`src/rtl/dac_spi_driver.sv`:
```
// dac_spi_driver: SPI mode-0 DAC writer with one-word pending buffer.
// Frames are SETUP, SHIFT (MSB first), HOLD, then a chip-select GAP.
module dac_spi_driver #(
  parameter int WIDTH    = 16,
  parameter int CLK_DIV  = 4,
  parameter int CS_SETUP = 2,
  parameter int CS_HOLD  = 2,
  parameter int CS_GAP   = 4
) (
  input  logic             clk,
  input  logic             rst,
  input  logic             latch_dac,
  input  logic [WIDTH-1:0] din,
  output logic             cs_dac,
  output logic             sclk_dac,
  output logic             sdo_dac,
  output logic             busy,
  output logic             done,
  output logic             overrun
);

  localparam int CW = 16;
  localparam int BW = $clog2(WIDTH + 1);

  typedef enum logic [2:0] {
    IDLE, SETUP, SHIFT, HOLD, GAP
  } state_t;

  state_t           r_state, w_state_n;
  logic [CW-1:0]    r_cnt, w_cnt_n;
  logic [BW-1:0]    r_bit, w_bit_n;
  logic             r_ph, w_ph_n;
  logic [WIDTH-1:0] r_sr, w_sr_n;
  logic [WIDTH-1:0] r_pend_word;
  logic             r_pend;
  logic             r_cs, w_cs_n;
  logic             r_sclk, w_sclk_n;
  logic             r_sdo, w_sdo_n;
  logic             r_busy, w_busy_n;
  logic             r_done, w_done_n;
  logic             r_ovr;
  logic             w_start;

  // next-state, counters and next registered output values
  always_comb begin
    w_state_n = r_state;
    w_cnt_n   = r_cnt + 1'b1;
    w_bit_n   = r_bit;
    w_ph_n    = r_ph;
    w_sr_n    = r_sr;
    w_cs_n    = r_cs;
    w_sclk_n  = r_sclk;
    w_sdo_n   = r_sdo;
    w_busy_n  = r_busy;
    w_done_n  = 1'b0;
    w_start   = 1'b0;
    unique case (r_state)
      IDLE: begin
        w_cnt_n = '0;
        if (r_pend || latch_dac) begin
          w_start   = 1'b1;
          w_state_n = SETUP;
          w_sr_n    = latch_dac ? din : r_pend_word;
          w_cs_n    = 1'b0;
          w_busy_n  = 1'b1;
          w_sdo_n   = w_sr_n[WIDTH-1];
        end
      end
      SETUP: begin
        if (r_cnt == CW'(CS_SETUP - 1)) begin
          w_state_n = SHIFT;
          w_cnt_n   = '0;
          w_bit_n   = '0;
          w_ph_n    = 1'b0;
        end
      end
      SHIFT: begin
        if (r_cnt == CW'(CLK_DIV - 1)) begin
          w_cnt_n  = '0;
          w_ph_n   = ~r_ph;
          w_sclk_n = ~r_ph;
          if (r_ph) begin
            if (r_bit == BW'(WIDTH - 1)) begin
              w_state_n = HOLD;
            end else begin
              w_bit_n = r_bit + 1'b1;
              w_sr_n  = r_sr << 1;
              w_sdo_n = w_sr_n[WIDTH-1];
            end
          end
        end
      end
      HOLD: begin
        if (r_cnt == CW'(CS_HOLD - 1)) begin
          w_state_n = GAP;
          w_cnt_n   = '0;
          w_cs_n    = 1'b1;
          w_sdo_n   = 1'b0;
          w_done_n  = 1'b1;
        end
      end
      GAP: begin
        if (r_cnt == CW'(CS_GAP - 1)) begin
          w_state_n = IDLE;
          w_cnt_n   = '0;
          w_busy_n  = 1'b0;
        end
      end
      default: begin
        w_state_n = IDLE;
        w_cnt_n   = '0;
      end
    endcase
  end

  // FSM state, counters, shift register and registered outputs
  always_ff @(posedge clk) begin
    if (rst) begin
      r_state <= IDLE;
      r_cnt   <= '0;
      r_bit   <= '0;
      r_ph    <= 1'b0;
      r_sr    <= '0;
      r_cs    <= 1'b1;
      r_sclk  <= 1'b0;
      r_sdo   <= 1'b0;
      r_busy  <= 1'b0;
      r_done  <= 1'b0;
    end else begin
      r_state <= w_state_n;
      r_cnt   <= w_cnt_n;
      r_bit   <= w_bit_n;
      r_ph    <= w_ph_n;
      r_sr    <= w_sr_n;
      r_cs    <= w_cs_n;
      r_sclk  <= w_sclk_n;
      r_sdo   <= w_sdo_n;
      r_busy  <= w_busy_n;
      r_done  <= w_done_n;
    end
  end

  // pending word capture; a word not consumed in IDLE waits here
  always_ff @(posedge clk) begin
    if (rst) begin
      r_pend      <= 1'b0;
      r_pend_word <= '0;
      r_ovr       <= 1'b0;
    end else begin
      r_ovr <= 1'b0;
      if (w_start) begin
        r_pend <= 1'b0;
      end else if (latch_dac) begin
        r_pend      <= 1'b1;
        r_pend_word <= din;
        r_ovr       <= r_pend;
      end
    end
  end

  assign cs_dac   = r_cs;
  assign sclk_dac = r_sclk;
  assign sdo_dac  = r_sdo;
  assign busy     = r_busy;
  assign done     = r_done;
  assign overrun  = r_ovr;

endmodule

```
`config.mk`:
```
export PLATFORM = sky130hd
export DESIGN_NAME = dac_spi_driver
export DESIGN_NICKNAME = d
export VERILOG_FILES = /design/src/rtl/dac_spi_driver.sv
export SDC_FILE = /design/constraint.sdc
export NUM_CORES = 1
export LEC_CHECK = 0
export CORE_UTILIZATION = 57
export DETAILED_ROUTE_END_ITERATION = 7
export PLACE_DENSITY = 0.85
export SLEW_MARGIN = 10
export SYNTH_ARGS = -nofsm -noshare
export SYNTH_HDL_FRONTEND = slang
export SYNTH_SLANG_ARGS = --single-unit
```
`constraint.sdc`:
```
create_clock -name clk -period 3.42 [get_ports clk]
set_input_delay 0.342 -clock clk [delete_from_list [all_inputs] [get_ports clk]]
set_output_delay 0.342 -clock clk [all_outputs]
set_load 0.01 [all_outputs]
```
Word level (Yosys, flattened, before mapping)
Index checks and enable logic that the tools add are counted.

Add/sub/neg operators: 2. Equal/unequal tests: 15. Mux-type cells: 39. Bitwise gates (word level): 3. Reductions and logical operators: 20.

Operator list (number): $mux W15 (4); $mux W16 (3); $pmux W16 S2 (1); $pmux W15 S2 (1); $mux W3 (7); $mux W5 (4); $add A16 B1 Y16 const B (1); $eq A16 B1 Y1 const B (1); $eq A16 B2 Y1 const B (1); $ne A2 B2 Y1 const B (8); $pmux W3 S5 (1); $mux W1 (13); $pmux W5 S2 (1); $reduce_and A5 Y1 (2); $reduce_and A3 Y1 (3); $reduce_bool A2 Y1 (4); $reduce_or A2 Y1 (4); $reduce_and A7 Y1 (1); $eq A3 B2 Y1 const B (2); $pmux W1 S2 (3); $reduce_and A6 Y1 (1); $add A5 B1 Y5 const B (1); $eq A5 B4 Y1 const B (1); $eq A3 B1 Y1 const B (1); other kinds (8) (10).

Register bits after elaboration: 63. Output and inout bits: 6.

Logic depth before layout (Yosys ltp)
Gate-level depths: netlist of run 1.

Depth after elaboration: 5. Mapped depth: 9.

Worst setup path after synthesis of run 1
OpenSTA, ideal clock, no wires.

Kind: register to register. From: register r_bit[0]. To: register r_sr[1]. Library setup time: 0.133 ns. Arrival: 2.084 ns. Slack: 1.203 ns. Stages on the path, launching flop included: 10. Path buffers: 2. Path through: dfxtp_1 -> ha_1 -> and3_1 -> ha_1 -> a211o_1 -> or2_2 -> buf_2 -> buf_2 -> a21oi_1 -> a31oi_1.

Cells in the longest elaborated chain, start to end: 3.

RTL lines: start, declared (RTL line 31) `logic [BW-1:0] r_bit, w_bit_n;`; start signal, assigned (RTL line 132) `r_bit <= w_bit_n;`; $eq A5 B4 Y1 (RTL line 83) `if (r_bit == BW'(WIDTH - 1)) begin`; $ne A2 B2 Y1 (no source line); $reduce_and A5 Y1 (no source line); end signal, assigned (RTL line 134) `r_sr <= w_sr_n;`; end, declared (RTL line 33) `logic [WIDTH-1:0] r_sr, w_sr_n;`.

No other way between the ends. A chain may end at the register's enable or synchronous reset.

Final worst setup path of run 1
From: register r_bit[0]. To: register r_bit[3].

Cells in the longest elaborated chain, start to end: 5. Elaborated cells between the ends (all ways): 8.

RTL lines: $add A5 B1 Y5 (RTL line 86) `w_bit_n = r_bit + 1'b1;`; $mux W5 (RTL line 83); $mux W5 (RTL line 82) `if (r_ph) begin`; $mux W5 (RTL line 78) `if (r_cnt == CW'(CLK_DIV - 1)) begin`; $pmux W5 S2 (RTL line 57) `unique case (r_state)`.

Several ways; a longest one is shown, not always the timed one. The select of a mux whose other input is x is not followed.

==> results of run 1 <==
[where the power goes]
part	switching, mW	internal, mW	total, mW
clock	0.285	0.260	0.545
sequential	0.0550	0.791	0.845
combinational	0.196	0.128	0.324
total	0.537	1.18	1.71
[per-layer routing]
layer | global-route usage, % | up-vias
li1 | - | 1440
met1 | 35.0 | 1415
met2 | 37.9 | 109
met3 | 6.31 | 19
met4 | 10.6 | 0
met5 | 0 | -
[registers in the layout, indices dropped and copies added, names as in the netlist, 3 cells and up]
name	flops
r_sr	15
r_state	3
r_bit	5
r_pend_word	16
r_cnt	16
[final cells by class]
cell class / instances / area, um2
Timing Repair Buffer: 31 / 293
Clock buffer: 12 / 135
Multi-Input combinational cell: 281 / 1770
Inverter: 6 / 22.5
Sequential cell: 63 / 1260
Clock inverter: 4 / 22.5
Fill cell: 417 / 1650
Tap cell: 70 / 87.6
[cell usage in the layout (no fill, tap or decap), types with 4 or more instances in the layout]
cell type | synthesis | routed
clkdlybuf4s50_1 | 0 | 24
o21ai_0 | 7 | 7
mux2i_1 | 18 | 18
xnor2_1 | 6 | 6
nand4_1 | 21 | 21
nor3_1 | 5 | 5
buf_4 | 3 | 7
clkbuf_8 | 0 | 9
nor2_1 | 12 | 12
nand2_1 | 46 | 46
a21oi_1 | 46 | 46
ha_1 | 4 | 4
xor2_1 | 5 | 5
nand3_1 | 23 | 23
inv_1 | 6 | 6
nor4_1 | 15 | 15
a31oi_1 | 17 | 17
nor2b_1 | 6 | 6
dfxtp_1 | 63 | 63
[cell families after synthesis]
logic type,count (synthesis),share of synthesized area [%]
AND/OR/NAND/NOR,156,27.4
flip-flops,63,39.5
multiplexers,19,5.99
AO/OA/AOI/OAI,91,17.2
adder cells (fa/ha/maj),4,1.57
buffers and inverters,38,5.32
XOR/XNOR,11,3.01
[per-stage QoR]
stage / std cells / hold slack (ps) / cell area, um2
5_1_grt: 467 / 474 / 3590
2_1_floorplan: 382 / 426 / 3200
3_3_place_gp: 451 / 441 / 3430
3_5_place_dp: 451 / 447 / 3430
6_report: 467 / 454 / 3590
4_1_cts: 467 / 457 / 3590
[worst max-delay path: stages, from the launching register on]
cell     delay (ps)
dfxtp_1         340
ha_1            230
and3_1          190
ha_1            220
a211o_1         520
nor3_4          530
nand4_1         240
o31ai_1         230
[how the worst max path moves through the flow]
stage	start	to	slack, ps	cells past startpoint
global placement	r_bit[0]	r_bit[3]	960	7
global route	r_bit[0]	r_bit[3]	700	7
floorplan	r_bit[0]	r_sr[1]	1200	9
CTS	r_bit[0]	r_bit[3]	850	7
finish	r_bit[0]	r_bit[3]	830	7
detailed placement	r_bit[0]	r_bit[3]	880	7
==> impl_metrics.tcl, run 1 <==
set metrics [dict create \
    status "complete, no violations" \
    synthTopCellsByCount "dfxtp_1 (63), a21oi_1 (46), nand2_1 (46)" \
    routed_wl_um 7360 \
    grt_overflow 0 \
    tritoncts_num_sinks 63 \
    reg2reg_setup_slack_ps 830 \
    finalWeightedCongestion 0.856 \
    diodes 0 \
    cts_tree "done" \
    via_per_inst 6.39 \
    yosysWarnings 0 \
    total_power_mw 1.71 \
    ys_top_cells_by_area "dfxtp_1 (39%), a21oi_1 (7.2%), mux2i_1 (5.6%)" \
    core_area_um2 5240 \
    min_period_ps 2590 \
    min_to "r_pend_word[0]" \
    top_layer_used "met4" \
    path_class "flop to flop" \
    start_util_pct 61.0 \
    startpoint_type "flop" \
    critPathArrivalTime_ps 2850 \
    setup_viol 0 \
    antenna_found_initial 0 \
    synthFlopType "dfxtp_1" \
    p_leak_nw 1.18 \
    drive_above_1_share_pct 7.81 \
    synth_nets 405 \
    r2r-end "r_bit[3]" \
    postSynth.asyncResetShare_pct 0 \
    yosysTopAreaCellShare_pct 39.5 \
    reg2reg_from "r_bit[0]" \
    worstHoldStart "r_pend_word[0]" \
    path_clk_slew_ps 70 \
    cts_buffers 9 \
    met1Wirelength_um 3470 \
    final.setup.tns_ps 0 \
    holdPathStages 2 \
    clkLatencyLatePin_ps 350 \
    rr_worst_depth 7 \
    ant_nets 0 \
    met3_wirelength_um 431 \
    pre_cts_ws_ps 878 \
    postCtsHoldBufs 0 \
    finalHoldViolations 0 \
    cts_resized 0 \
    avgSynthCellArea_um2 8.37 \
    fmax_mhz 386 \
    postLayoutSetupSlackWorst_ps 832 \
    drtIter0Drc 350 \
    grt_max_degree 36 \
    fin_crit_sh_pct 75.7 \
    vdd_drop_max_mv 0.300 \
    yosysTopAreaCell "dfxtp_1" \
    synth_cells 382 \
    io_pins 25 \
    cts_root_buf "clkbuf_8" \
    ys_seq_area_share_pct 39.5 \
    routed-wl-met2_um 3290 \
    routedWlPerCell_um 15.8 \
    clk_path_buf_depth 2 \
    synth_most_common_cell "dfxtp_1" \
    cp_max_fo 16 \
    drv_slew 0 \
    yosys_register_bits 63 \
    die_h_um 76.9 \
    dr.pass1.iters 5 \
    synth_enable_flop_cells 0 \
    hp-class "flop to flop" \
    drv_cap 0 \
    grt_pass1_wl_um 12100 \
    htree_levels 3 \
    fp-row-count 26 \
    dpl.hpwl_um 4800 \
    fin_skew_ps 5.57 \
    dieArea_um2 5910 \
    post_cts_buffers 0 \
    cp-end-kind "flop" \
    grt_pass1_vias 2563 \
    gr-usage-all-layers_pct 25.5 \
    syn-cell-area_um2 3200 \
    p_per_area_nw_per_um2 477 \
    drc 0 \
    area_delta_synth_final_pct 12.4 \
    cp.required_ps 3680 \
    num_vias 2983 \
    die_w_um 76.9 \
    slew_headroom_pct 46.7 \
    utilization_pct 68.6 \
    ys_types 50 \
    worst_slew_pin_slew_ps 800 \
    rsz0062_at_grt "false" \
    portBuffers 24 \
    fin_nets 415 \
]
(Power assumes the default switching activity.)
==> run 2: changes to the inputs <==
Settings changed: CORE_UTILIZATION 57 to 52, PLACE_DENSITY 0.85 to 0.82.
Clock period 3.42 ns to 2.3 ns, I/O delays scaled along.
==> run 2 against run 1 <==
  * Utilization down 6.0 points
  * Clock power up 75%
  * Combinational power up 58%
  * Critical path depth unchanged
  * Worst setup slack worse by 740 ps
  * Register-to-register slack worse by 740 ps
  * Die area up 9.4%
  * Fmax up 17%
  * Wire length up 4.4%
  * Critical path type unchanged
==> impl_metrics.tcl, run 2 (same netlist as run 1, synthesis figures left out) <==
set metrics [dict create \
    grt_pass1_wl_um 12700 \
    core_area_um2 5920 \
    start_util_pct 54.0 \
    path_clk_slew_ps 70 \
    fin_nets 423 \
    cp_max_fo 15 \
    fin_crit_sh_pct 96.0 \
    cp.required_ps 2520 \
    post_cts_buffers 0 \
    path_class "flop to flop" \
    clkLatencyLatePin_ps 350 \
    clk_path_buf_depth 2 \
    drv_cap 0 \
    rsz0062_at_grt "false" \
    share_comb_of_total_power_pct 18.9 \
    top_regs "r_cnt: 16 flops, r_pend_word: 16 flops, r_sr: 15 flops" \
    dpl.hpwl_um 5070 \
    startpoint_type "flop" \
    critPathArrivalTime_ps 2430 \
    rr_worst_depth 7 \
    dr.pass1.iters 5 \
    p_int_mw 1.91 \
    final_common_cell "dfxtp_1" \
    tritoncts_num_sinks 63 \
    num_vias 3028 \
    holdWs_ps 454 \
    slew_headroom_pct 58.0 \
    utilization_pct 62.6 \
    fmax_mhz 453 \
    die_w_um 80.4 \
    vdd_drop_max_mv 0.595 \
    p_per_area_nw_per_um2 733 \
    holdPathStages 2 \
    drtIter0Drc 405 \
    hp-class "flop to flop" \
    dieArea_um2 6460 \
    routedWlPerCell_um 16.0 \
    postLayoutSetupSlackWorst_ps 92.1 \
    drc 0 \
    worst_slew_pin_slew_ps 629 \
    finalHoldViolations 0 \
    area_delta_synth_final_pct 15.9 \
    gr-usage-all-layers_pct 25.5 \
    io_pins 25 \
    grt_pass1_vias 2781 \
    min_period_ps 2210 \
    portBuffers 24 \
    p_switching_mw 0.811 \
    final.setup.tns_ps 0 \
    grt_max_degree 36 \
    placed_area_um2 3510 \
    drive_above_1_share_pct 9.88 \
    fin_skew_ps 8.49 \
    drv_slew 0 \
    antenna_found_initial 0 \
    fin_cells 480 \
    finalWeightedCongestion 0.819 \
    via_per_inst 6.31 \
    dp.cells 464 \
    cts_tree "done" \
    cts_root_buf "clkbuf_8" \
    p_seq_share_pct 46.0 \
    total_power_mw 2.72 \
    setup_viol 0 \
    fp-row-count 28 \
    htree_levels 3 \
    p_leak_nw 1.25 \
    postCtsHoldBufs 0 \
    status "complete, no violations" \
    diodes 0 \
    ant_nets 0 \
    cts_resized 0 \
    pre_cts_ws_ps 134 \
    die_h_um 80.4 \
    grt_overflow 0 \
    swShare_pct 29.9 \
    stdcell_area_um2 3700 \
    cts_buffers 9 \
    p_clk_share_pct 35.1 \
    layout_common_cells "dfxtp_1 (63), a21oi_1 (46), nand2_1 (46)" \
    routed_wl_um 7680 \
    cp-end-kind "flop" \
]
run 2: changes by cell type in the layout (fill, tap and decap cells not counted), sizes merged:
cell | previous run | this run
clkinvlp | 1 | 0
buf | 7 | 15
bufinv | 0 | 1
run 2: final timing paths:
path	start	endpoint	slack (ps)
setup / recovery	r_bit[0]	r_sr[4]	90
hold / removal	r_pend_word[10]	r_pend_word[10]	450
setup reg to reg	r_bit[0]	r_sr[4]	90
hold reg to reg	r_pend_word[10]	r_pend_word[10]	450
run 2: metal layers:
layer	global-route usage (%)	up-vias	share of wire [%]
met5	0	-	0
met4	11.3	0	1.7
met3	5.11	12	4.9
met2	38.6	108	47
met1	34.8	1455	46
li1	-	1453	-
run 2: power groups by stage:
stage	Combinational (mW)	Sequential (mW)	Clock, mW
2_1_floorplan	0.369	1.25	0
3_3_place_gp	0.487	1.27	0
3_5_place_dp	0.504	1.27	0
4_1_cts	0.507	1.25	0.962
5_1_grt	0.565	1.26	1.01
6_report	0.512	1.25	0.954
run 2: worst max-delay path, stage by stage (launching register included):
cell and delay, ps:
dfxtp_1 340, ha_1 220, and3_1 190, ha_1 220, a211o_1 350, or2_2 430, a21oi_1 230, a31oi_1 110
run 2: area by class of cell:
cell class | instances | area, um2
Clock buffer | 12 | 145
Clock inverter | 4 | 45.0
Fill cell | 498 | 2220
Inverter | 6 | 22.5
Multi-Input combinational cell | 281 | 1770
Sequential cell | 63 | 1260
Tap cell | 75 | 93.8
Timing Repair Buffer | 39 | 365
==> run 3: changes to the inputs <==
Settings changed: GPL_ROUTABILITY_DRIVEN from default to 0, SKIP_CTS_REPAIR_TIMING from default to 1.
==> results of run 3 <==
Final layout, timing and power as in run 2 (identical DEF).
==> edit 1, RTL diff (settings of run 1) <==
Set the parameter `WIDTH` to 8 (it was 16).
--- a/src/rtl/dac_spi_driver.sv
+++ b/src/rtl/dac_spi_driver.sv
@@ -2,5 +2,5 @@
 // Frames are SETUP, SHIFT (MSB first), HOLD, then a chip-select GAP.
 module dac_spi_driver #(
-  parameter int WIDTH    = 16,
+  parameter int WIDTH    = 8,
   parameter int CLK_DIV  = 4,
   parameter int CS_SETUP = 2,
Ports: changed (resized din); port bits go from 25 to 17. No check against the original RTL was run, so the function may have changed too.
==> edit 1 against run 1 <==
  * Synthesized area down 30%
  * Largest cell class unchanged
  * Setup slack better by 0.52 ns
  * Cell area down 31%
  * Die area down 30%
  * Sequential cell count down 17
  * Critical path depth down 2
  * Largest power group unchanged
  * First-iteration DRC count down 68%
  * Non-clock buffer count down 13
  * Core utilization down 1.6 points
  * Total power down 40%
  * Synthesized cell count down 36%
  * Sequential share of layout area up 1.9 points
  * Wire length down 44%
==> edit 1: results (changes against run 1) <==
Yosys
  – Post-synthesis compound-gate area fraction: 11.3% (was 17.2%)
  – Post-Syn Nets: 259 (was 405)
  – Top post-synthesis cells by area: dfxtp_1 (41%), mux2i_1 (9.4%), nor2_1 (5.6%), xor2_1 (3.5%), nand3_1 (2.9%) (was dfxtp_1 (39%), a21oi_1 (7.2%), mux2i_1 (5.6%), nand2_1 (5.4%), nand4_1 (4.1%))
  – Yosys cell types: 43 (was 50)
  – Synth Instances: 245 (was 382)
  – Mux contribution to synthesized area: 9.43% (was 5.99%)
  – XOR/XNOR Fraction of Synth Area: 6.29% (was 3.01%)
  – Commonest cells post-synth: dfxtp_1 (46), nor2_1 (33), mux2i_1 (21), nand2_1 (17), nand3_1 (13) (was dfxtp_1 (63), a21oi_1 (46), nand2_1 (46), nand3_1 (23), nand4_1 (21))
  – Seq/Total Area, Yosys: 41.3% (was 39.5%)

Final layout
  – Synth-to-Final Area Change: 11.7% (was 12.4%)
  – Largest registers: r_cnt (16), r_pend_word (8), r_sr (7) (was r_cnt (16), r_pend_word (16), r_sr (15))
  – Fill cells: 298 (was 417)
  – Fin nets: 272 (was 415)
  – Non-filler cells, final: 307 (was 467)

Place
  – Dpl cells: 299 (was 451)
  – I/O Buffers: 16 (was 24)
  – Detailed-placement wirelength estimate: 2940 um (was 4800 um)
  – Setup WS pre-CTS: 1.06 ns (was 0.878 ns)

Power
  – VDD IR max: 0.000313 V (was 0.000300 V)
  – Static Leakage: 0.900 nW (was 1.18 nW)
  – Final Power: 0.00103 W (was 0.00171 W)
  – Sw Share: 26.3% (was 31.3%)

STA
  – Worst slew pin tran: 0.831 ns (was 0.800 ns)
  – Final Skew: 0.00800 ns (was 0.00557 ns)
  – Setup WS post-layout: 1.35 ns (was 0.832 ns)
  – Fin Hold WS: 0.462 ns (was 0.454 ns)

Route
  – Total iterations of the first detailed-routing run: 4 (was 5)
  – Routed vias: 1733 (was 2983)
  – Routed wire length: 4150 um (was 7360 um)

Outcome
  – Status: finished clean (unchanged)

Worst setup path
  – Crit path DAT: 2.24 ns (was 2.85 ns)

Global route
  – Pin count of the biggest net entering global routing: 23 (was 36)
  – Global-route wire length before repair: 7320 um (was 12100 um)
  – GRT Total Usage: 23.0% (was 25.5%)

Clock network
  – H-tree Lvls: 2 (was 3)
==> edit 1: changes by cell type after synthesis, moves of 14 or more <==
cell,before,now
a21oi_1,46,9
nand2_1,46,17
nor2_1,12,33
nand4_1,21,3
dfxtp_1,63,46
nor4_1,15,0
a31oi_1,17,3
==> edit 1: cells by family (layout without fill, tap and decap cells) <==
family          Yosys count  in the layout
compound gates           34             34
xor+xnor                 16             16
fa+ha+maj                 3              3
buf+inv                  15             29
flops                    46             46
mux                      21             21
simple gates            110            110
==> edit 1: path summary, 6_finish.rpt <==
path,startpoint,endpoint,depth (start not counted)
max reg2reg,r_cnt[7],r_cnt[5],5
max,r_cnt[7],r_cnt[5],5
min,r_pend_word[0],r_pend_word[0],2
min reg2reg,r_pend_word[0],r_pend_word[0],2
==> edit 1: routing by layer <==
layer / part of all wire, % / global-route usage, %
met5: 0 / 0
met4: 2.0 / 9.72
met3: 3.8 / 6.51
met2: 48 / 37.0
met1: 46 / 28.8
==> edit 1: cell type report <==
class                      instances  area share (%)
sequential                        46            37.0
timing repair buffer              18            7.04
clock inverter                     3           0.854
tap                               48            2.41
clock buffer                       5            2.76
inverter                           3           0.452
multi-input combinational        184            49.5
==> edit 1: power groups by stage <==
stage | Sequential, W | Clock, W | Combinational [W]
2_1_floorplan | 0.000578 | 0 | 0.0000937
3_3_place_gp | 0.000585 | 0 | 0.000120
3_5_place_dp | 0.000586 | 0 | 0.000123
4_1_cts | 0.000573 | 0.000339 | 0.000124
5_1_grt | 0.000577 | 0.000361 | 0.000136
6_report | 0.000573 | 0.000332 | 0.000123
==> edit 1: critical path: stages, from the launching register on <==
cell and delay (ns):
dfxtp_1 0.35, nor4_2 0.43, and4_1 0.47, a211oi_2 0.15, o21bai_4 0.44, nor2_1 0.10
==> edit 2, RTL diff (flow settings as in run 1) <==
Made on the original files. The 5 states of `state_t` get a one-hot encoding in 5 bits.
--- a/src/rtl/dac_spi_driver.sv
+++ b/src/rtl/dac_spi_driver.sv
@@ -23,6 +23,6 @@
   localparam int BW = $clog2(WIDTH + 1);
 
-  typedef enum logic [2:0] {
-    IDLE, SETUP, SHIFT, HOLD, GAP
+  typedef enum logic [4:0] {
+    IDLE = 5'b00001, SETUP = 5'b00010, SHIFT = 5'b00100, HOLD = 5'b01000, GAP = 5'b10000
   } state_t;
 
Behaviour: same outputs for any inputs over 10 cycles, from zero or initial values and one cycle with rst high; not proved beyond that.
==> edit 2 against run 1 <==
  * Sequential share of layout area rose by 1.5 points
  * Synthesized area fell by 1.0%
  * Wire length fell by 15%
  * Setup slack improved by 0.19 ns
  * Sequential cell count rose by 2
  * Total power rose by 21%
  * First-iteration DRC count fell by 57%
  * Worst hold slack got worse by 0.0066 ns
  * Cell area fell by 0.98%
  * Critical path type unchanged
  * Largest cell class unchanged
==> edit 2: results (changes against run 1) <==
Final layout
  – Layout cell share with drive strength beyond 1: 11.4% (was 7.81%)
  – Fill cells: 412 (was 417)
  – Fin nets: 381 (was 415)

Place
  – Final RePlAce weighted congestion: 0.822 (was 0.856)
  – Dpl cells: 416 (was 451)
  – Detailed-placement wirelength estimate: 4190 um (was 4800 um)

Clock network
  – Post-CTS setup buffers: 0 (unchanged)
  – CTS Root Buffer Type: clkbuf_8 (unchanged)
  – Worst skew pair latency: 0.34 ns
  – TritonCTS buffer count: 9 (unchanged)

Global route
  – Met3 usage: 5.39% (was 6.31%)
  – Grt met2 use: 36.9% (was 37.9%)
  – Pin count of the biggest net entering global routing: 50 (was 36)
  – GRT Total Usage: 22.9% (was 25.5%)
  – Antenna violations before repair: 0 (unchanged)
  – Global-route wire length before repair: 10800 um (was 12100 um)
  – Vias in the first global route: 2385 (was 2563)
  – Met1 GRT Util: 29.9% (was 35.0%)

Yosys
  – Commonest cells post-synth: dfxtp_1 (65), nor2_1 (46), mux2i_1 (33), a21oi_1 (26), nand2_1 (17) (was dfxtp_1 (63), a21oi_1 (46), nand2_1 (46), nand3_1 (23), nand4_1 (21))
  – Mux contribution to synthesized area: 10.4% (was 5.99%)
  – Post-Syn Nets: 364 (was 405)
  – Ys async rst share: 0% (unchanged)
  – Seq/Total Area, Yosys: 41.1% (was 39.5%)
  – Synth Area in Adders: 1.98% (was 1.57%)
  – Top post-synthesis cells by area: dfxtp_1 (41%), mux2i_1 (10%), nor2_1 (5.5%), a21oi_1 (4.1%), o2bb2ai_1 (3.9%) (was dfxtp_1 (39%), a21oi_1 (7.2%), mux2i_1 (5.6%), nand2_1 (5.4%), nand4_1 (4.1%))
  – Post-synthesis compound-gate area fraction: 14.0% (was 17.2%)
  – XOR/XNOR Fraction of Synth Area: 4.15% (was 3.01%)
  – Yosys cell types: 53 (was 50)
  – Average cell area after synthesis: 9.30 sq um (was 8.37 sq um)

Power
  – Static Leakage: 1.37 nW (was 1.18 nW)
  – VDD IR max: 0.000409 V (was 0.000300 V)

Route
  – Routed vias: 2511 (was 2983)
  – First-iteration detailed-routing DRC count: 151 (was 350)
  – Routed wire length: 6270 um (was 7360 um)
  – Wire per inst: 14.6 um (was 15.8 um)
  – Total iterations of the first detailed-routing run: 5 (unchanged)

Worst setup path
  – Max stage delay on crit path: 0.59 ns (was 0.53 ns)
  – Crit path DAT: 2.65 ns (was 2.85 ns)

Outcome
  – Status: finished clean (unchanged)

Min path
  – Hold WC Path Type: reg -> reg (unchanged)

STA
  – Max transition margin: 38.8% (was 46.7%)
  – Final Skew: 0.00758 ns (was 0.00557 ns)
edit 2: stage by stage:
stage	hold slack [ns]	cell area (sq um)	worst slack, ns
6_report	0.447	3560	1.02
5_1_grt	0.466	3560	0.781
3_3_place_gp	0.437	3390	1.09
2_1_floorplan	0.423	3160	1.45
4_1_cts	0.449	3560	1.03
3_5_place_dp	0.448	3390	1.06
edit 2: path summary, 6_finish.rpt:
check           start      end  slack (ns)  cells after the start
max          r_cnt[0]  r_sr[2]        1.02                      6
min            r_pend  overrun        0.45                      2
max reg2reg  r_cnt[0]  r_sr[2]        1.02                      6
min reg2reg    r_pend  overrun        0.45                      2
edit 2: cell type report:
class | instances | share of cell area (%)
inverter | 6 | 0.633
clock inverter | 3 | 0.492
timing repair buffer | 25 | 6.82
clock buffer | 11 | 4.26
tap | 70 | 2.46
multi-input combinational | 250 | 48.8
sequential | 65 | 36.6
edit 2: cell families after synthesis:
group,after synthesis
AO/OA/AOI/OAI,63
flip-flops,65
buffers and inverters,25
AND/OR/NAND/NOR,134
adder cells (fa/ha/maj),5
XOR/XNOR,15
multiplexers,33
edit 2: worst max-delay path: cells and delay by family, from the launching register on:
kind            cells  cell delay [ns]
simple gates        3             1.22
flops               1             0.46
compound gates      2             0.36
fa+ha+maj           1             0.26
edit 2: report_power, final:
part	switching, W	internal, W	leakage (nW)	total [W]
Combinational	0.000312	0.000240	0.757	0.000552
Sequential	0.0000859	0.000860	0.528	0.000946
Clock	0.000277	0.000292	0.0871	0.000569
Total	0.000675	0.00139	1.37	0.00207
edit 2: layer usage:
metal | part of all wire [%] | wire length, um
met1 | 48 | 3010
met2 | 47 | 2970
met3 | 3.4 | 211
met4 | 1.3 | 82
met5 | 0 | 0
